$ cat config.mk
export PLATFORM = sky130hd
export DESIGN_NAME = lfsr_long_divider
export DESIGN_NICKNAME = d
export VERILOG_FILES = /design/src/rtl/lfsr_long_divider.sv
export SDC_FILE = /design/constraint.sdc
export NUM_CORES = 1
export LEC_CHECK = 0
export CORE_UTILIZATION = 33
export DETAILED_ROUTE_END_ITERATION = 8
export PLACE_DENSITY = 0.58
export SYNTH_ARGS = -nofsm -noshare
export SYNTH_HDL_FRONTEND = slang
export SYNTH_SLANG_ARGS = --single-unit
$ cat constraint.sdc
create_clock -name clk -period 5.65 [get_ports clk]
set_input_delay 0.565 -clock clk [delete_from_list [all_inputs] [get_ports clk]]
set_output_delay 0.565 -clock clk [all_outputs]
set_load 0.005 [all_outputs]
$ cat src/rtl/lfsr_long_divider.sv
// lfsr_long_divider: restoring divider taking dividend then divisor words; LONGDIV_ZERO_SKIP_EN skips zero divisors
module lfsr_long_divider #(
  parameter int WIDTH = 16
) (
  input  logic             clk,
  input  logic             reset,
  input  logic [WIDTH-1:0] lfsr_in,
  input  logic             in_valid,
  output logic             in_ready,
  output logic [WIDTH-1:0] quotient,
  output logic [WIDTH-1:0] remainder,
  output logic             div_by_zero,
  output logic             out_valid,
  input  logic             out_ready
);
  localparam int CW = $clog2(WIDTH);
  typedef enum logic [1:0] {LOAD_A, LOAD_B, DIVIDE, DONE} state_t;
  state_t           r_state, w_next;
  logic [WIDTH-1:0] r_a, r_b, r_q;
  logic [WIDTH:0]   r_rem, w_sh, w_trial;
  logic [CW-1:0]    r_cnt;
  logic             r_dbz, w_zero, w_take_a, w_take_b, w_last;
  assign w_zero   = lfsr_in == '0;
  assign w_take_a = r_state == LOAD_A && in_valid;
`ifdef LONGDIV_ZERO_SKIP_EN
  assign w_take_b = r_state == LOAD_B && in_valid && !w_zero;
`else
  assign w_take_b = r_state == LOAD_B && in_valid;
`endif
  assign w_last    = r_cnt == CW'(WIDTH - 1);
  assign w_sh      = (r_rem << 1) | {{WIDTH{1'b0}}, r_q[WIDTH-1]};
  assign w_trial   = w_sh - {1'b0, r_b};
  assign quotient  = r_q;
  assign remainder = r_rem[WIDTH-1:0];
  assign div_by_zero = r_dbz & out_valid;
  // state register
  always_ff @(posedge clk)
    r_state <= reset ? LOAD_A : w_next;
  // next-state and handshake outputs
  always_comb begin
    w_next    = r_state;
    in_ready  = 1'b0;
    out_valid = 1'b0;
    case (r_state)
      LOAD_A: begin
        in_ready = 1'b1;
        w_next   = in_valid ? LOAD_B : LOAD_A;
      end
      LOAD_B: begin
        in_ready = 1'b1;
        w_next   = w_take_b ? DIVIDE : LOAD_B;
      end
      DIVIDE: w_next = w_last ? DONE : DIVIDE;
      DONE: begin
        out_valid = 1'b1;
        w_next    = out_ready ? LOAD_A : DONE;
      end
      default: w_next = LOAD_A;
    endcase
  end
  // operand capture and one restoring iteration per DIVIDE cycle
  always_ff @(posedge clk) begin
    if (reset) begin
      r_a   <= '0;
      r_b   <= '0;
      r_q   <= '0;
      r_rem <= '0;
      r_cnt <= '0;
      r_dbz <= 1'b0;
    end else begin
      if (w_take_a) r_a <= lfsr_in;
      if (w_take_b) begin
        r_b   <= lfsr_in;
        r_rem <= '0;
        r_q   <= r_a;
        r_cnt <= '0;
`ifdef LONGDIV_ZERO_SKIP_EN
        r_dbz <= 1'b0;
`else
        r_dbz <= w_zero;
`endif
      end
      if (r_state == DIVIDE) begin
        r_rem <= w_trial[WIDTH] ? w_sh : w_trial;
        r_q   <= {r_q[WIDTH-2:0], ~w_trial[WIDTH]};
        r_cnt <= r_cnt + 1'b1;
      end
    end
  end
endmodule

# Word-level counts from Yosys, hierarchy flattened
# Index checks and enable logic that the tools add are counted.
# totals
latch_bits	0
mem_bits_rw	0
mem_bits_ro	0
regBits	71
mem_count	0
input_bits	20
# op_classes
n_addsub	2
mul	0
eq_ne	4
bitwise_logic	3
n_reduce_logical	6
div	0
n_shift	0
n_lt_le_gt_ge	0
muxes	14
# ops
operator	n
two-way mux 16 bit	5
OR 17 x 1 -> 17 bit	1
subtractor 17 x 16 -> 17 bit	1
logical NOT 16 bit	1
two-way mux 4 bit	2
one-hot mux 2 bit (4 select lines)	1
adder 4 x 1 -> 4 bit, second input constant	1
equality test 2 bit, second input constant	2
equality test 4 bit, second input constant	1
two-way mux 1 bit	4
two-way mux 2 bit	2
equality test 2 x 1 -> 1 bit, second input constant	1
logical AND 1 bit	2
logical NOT 2 bit	1
nonzero test 2 bit	1
OR reduction 2 bit	1
bitwise AND 1 bit	1
inverter 1 bit	1

# Logic depth before layout (Yosys ltp)
# depth
ltp_word	4
mapped_depth	12
ltp_nobuf	11

# Worst setup path before layout
# Ideal clock, no wire load.
# synth_path
kind	reg2reg
from	register r_q[15] (netlist: quotient[15])
to	register r_rem[10]
required_time_ns	5.522
t_arrival_ns	2.642
setup_slack_ns	2.880
n_path_buf	1
setup_ns	0.128
synth_period_minus_slack_ns	2.770
stages_incl_launch_ff	13
path_cell_list	dfxtp_1 > inv_1 > ha_1 > inv_1 > fa_1 > a211o_1 > a2111o_1 > a31oi_4 > a21oi_2 > xnor2_4 > buf_6 > mux2i_1 > o21ai_1
# synth_via
elab_chain_len	4
# synth_rtl
element	line	text
from (decl)	19	logic [WIDTH-1:0] r_a, r_b, r_q;
from (signal assigned)	75	r_q <= r_a;
from (signal assigned)	85	r_q <= {r_q[WIDTH-2:0], ~w_trial[WIDTH]};
OR 17 x 1 -> 17 bit	31	assign w_sh = (r_rem << 1) | {{WIDTH{1'b0}}, r_q[WIDTH-1]};
subtractor 17 x 16 -> 17 bit	32	assign w_trial = w_sh - {1'b0, r_b};
two-way mux 16 bit	84	r_rem <= w_trial[WIDTH] ? w_sh : w_trial;
two-way mux 16 bit	83	if (r_state == DIVIDE) begin
to (signal assigned)	84	
to (decl)	20	logic [WIDTH:0] r_rem, w_sh, w_trial;
# Every way passes these cells.
# A chain may end at the register's enable or synchronous reset.

# Worst setup path after layout
# layout_path
from	register r_q[15] (netlist: quotient[15])
to	register r_rem[0]
# layout_via
elab_chain_len	4
# layout_rtl
element	line
OR 17 x 1 -> 17 bit (*)	31
subtractor 17 x 16 -> 17 bit	32
two-way mux 16 bit (*)	84
two-way mux 16 bit (*)	83
# Mark *: on every way between the ends. The rest lies on a longest branch, timed or not.

==> impl_metrics.toml <==
[place]
dpl_worst_slack_ns = 2.24
dp.final_hpwl_mm = 6.56
gp_congestion = 0.850
portBuffers = 54

[power_and_ir_drop]
leakage_nw = 1.73
irDropWorstVdd_mv = 0.141
pwr_density_cell_nw_per_um2 = 308
finalPower_mw = 1.38

[critical_path]
path_common_cell = "inv_1"
r2r_start = "quotient[15]$_SDFFE_PP0P_"
slowest_stage = "xnor2_4"
endpoint = "r_rem[0]$_SDFFE_PP0P_"
cp.required_ns = 5.93
reg2regPathDepth = 11
path_class = "reg2reg"
crit_fanout = 22
cp_data_arrival_time_ns = 3.73
reg2reg_slack_ns = 2.20
endpoint_kind = "flip-flop"
path_cells = "inv_1 -> ha_1 -> inv_1 -> fa_1 -> a211o_1 -> a2111o_1 -> a31oi_4 -> a21oi_2 -> xnor2_4 -> mux2_1 -> o21ai_1"
startpoint_type = "flip-flop"
slowest_delay_ns = 0.64
worstReg2RegEnd = "r_rem[0]$_SDFFE_PP0P_"
cp-startpoint = "quotient[15]$_SDFFE_PP0P_"

[timing]
min_period_over_period_pct = 61.1
drv_slew = 0
setup_violations = 0
clock_skew_ns = 0.0126
worstMarginPinSlew_ns = 1.10
rsz0062_at_grt = "false"
worst_slack_ns = 2.20
hold_viol_final = 0
fin_crit_ns = 3.45
fmax_mhz = 290
finalSetupTns_ns = 0
relSlewSlack_pct = 26.3

[synth]
synthAdderAreaFrac_pct = 6.40
synth_compound_area_share_pct = 18.6
synth_largest_area_cell = "dfxtp_1"
synthMuxAreaShare_pct = 3.06
synth_async_sr_flop_share_pct = 0
ys.flop_type = "dfxtp_1"
synthesis.nets = 505
syn_inst = 467
syn_area_um2 = 3630
synthXorXnorAreaFrac_pct = 3.65
synth_top_family_by_area = "simple AND/OR/NAND/NOR gates"
syn_area_per_cell_um2 = 7.78
synth_most_common_cell = "nand2_1"
netlist_top_cells_count = "97 x nand2_1, 71 x dfxtp_1, 52 x a21oi_1"
synth_edf_count = 0
ys_ff_latch = 71
synth.area.top_cells = "dfxtp_1 39%, nand2_1 10%, a21oi_1 7.2%"
yosysSeqAreaShare_pct = 39.1
yosys.area.top_type_share_pct = 39.1
yosysUniqueCellTypes = 50
yosys_warnings = 0
synthSimpleGateAreaFrac_pct = 23.5

[die]
core_area_um2 = 10500
die_w_um = 107
dieArea_um2 = 11400
ios = 55
floorplan.die.height_um = 107
rows = 37
initial_core_util_pct = 34.6

[grt]
grtUsageTotal_pct = 16.9
grt_pass1_wl_mm = 15.1
grt_overflow = 0
grt_pass1_vias = 3016
grt_antenna_before_repair = 0
grt_max_degree = 59

[routing]
wl_per_cell_um = 14.2
wl_mm = 9.21
drc = 0
ant_nets = 0
drt-initial-drc-count = 202
drt_first_pass_iters = 4
vias = 3271
vias_per_cell = 5.03

[cts]
cts_resized = 0
root_buffer = "clkbuf_8"
cts-buffers-inserted = 9
path_clk_slew_ns = 0.08
htreeDepth = 3
cts_hold_buf = 0
clock_path_buffers = 2
cts_setup_buffers = 0
cts_sinks = 71
clk_latency_ns = 0.36
cts_tree = "built"

[cells_and_area]
drive_above_1_share_pct = 5.25
multi_input_area_um2 = 2010
areaGrowthSynthToFinish_pct = 22.9
final_net_count = 547
num-fill-cells = 1071
num_antenna_cells = 0
seq_area_um2 = 1420

[outcome]
outcome = "finished clean"

[flow_run]
maxCapViolCount = 0

[hold_path]
hp-class = "reg2reg"
-- worst min path at each step --
stage,startpoint,to,slack [ns],cells after the start
2_1_floorplan,r_b[10]$_SDFFE_PP0P_,r_b[10]$_SDFFE_PP0P_,0.44,2
3_3_place_gp,r_a[1]$_SDFFE_PP0P_,r_a[1]$_SDFFE_PP0P_,0.44,2
3_5_place_dp,r_a[3]$_SDFFE_PP0P_,r_a[3]$_SDFFE_PP0P_,0.45,2
4_1_cts,r_a[3]$_SDFFE_PP0P_,r_a[3]$_SDFFE_PP0P_,0.46,2
5_1_grt,r_a[1]$_SDFFE_PP0P_,r_a[1]$_SDFFE_PP0P_,0.49,2
6_report,r_b[10]$_SDFFE_PP0P_,r_b[10]$_SDFFE_PP0P_,0.46,2
-- logic make-up (layout without fill, tap and decap cells) --
| group | count (synthesis) | count (layout) |
|---|---|---|
| muxes | 11 | 11 |
| and+or+nand+nor | 197 | 197 |
| DFF | 71 | 71 |
| adders and majority gates | 18 | 18 |
| AOI/OAI and AO/OA | 109 | 109 |
| xor gates and xnor gates | 13 | 13 |
| buffers and inverters | 48 | 95 |
-- power by group --
group | internal, mW | switching (mW)
Sequential | 0.528 | 0.0220
Combinational | 0.163 | 0.193
Clock | 0.255 | 0.218
Total | 0.945 | 0.433
-- per-stage QoR --
stage	util, %	hold WS, ns	cells	area (um^2)
after floorplan	-	0.436	467	3630
after global placement	40.4	0.443	634	4240
after detailed placement	40.4	0.450	634	4240
after CTS	42.5	0.462	650	4470
after global routing	42.5	0.486	650	4470
final	42.5	0.459	650	4470
-- cells in the final DEF (no fill, tap or decap), drive strengths merged, types with 9 or more instances in the layout --
cell           count
a21oi             53
clkbuf             9
clkdlybuf4s50     53
dfxtp             71
ha                17
inv               25
mux2i             10
nand2             97
nor2              49
nor4              15
o21ai             20
-- metal layers --
layer	vias to the layer above	GRT usage (%)	wire, um
li1	1681	-	-
met1	1495	22.8	4460
met2	89	25.7	4170
met3	6	4.19	505
met4	0	6.75	75
met5	-	0	0
-- registers in the layout, indices dropped and copies added, names as in the netlist --
name / cells
quotient: 16
r_b: 16
r_cnt: 4
r_dbz: 1
r_rem: 16
r_a: 16
r_state: 2
-- area by class of cell --
type	count	area share (%)
inverters	22	1.85
well taps	136	3.81
flip-flops and latches	71	31.8
clock inverters	7	2.30
repair buffers	57	12.5
clock buffers	9	2.77
multi-input cells	348	45.0
-- critical path, delay by kind of cell (launching register included) --
family,cells,cell delay [ns]
xor gates and xnor gates,1,0.64
adders and majority gates,2,0.60
muxes,1,0.39
AOI/OAI and AO/OA,5,1.29
DFF,1,0.32
buffers and inverters,2,0.14
Power figures use the tool's default switching activity.
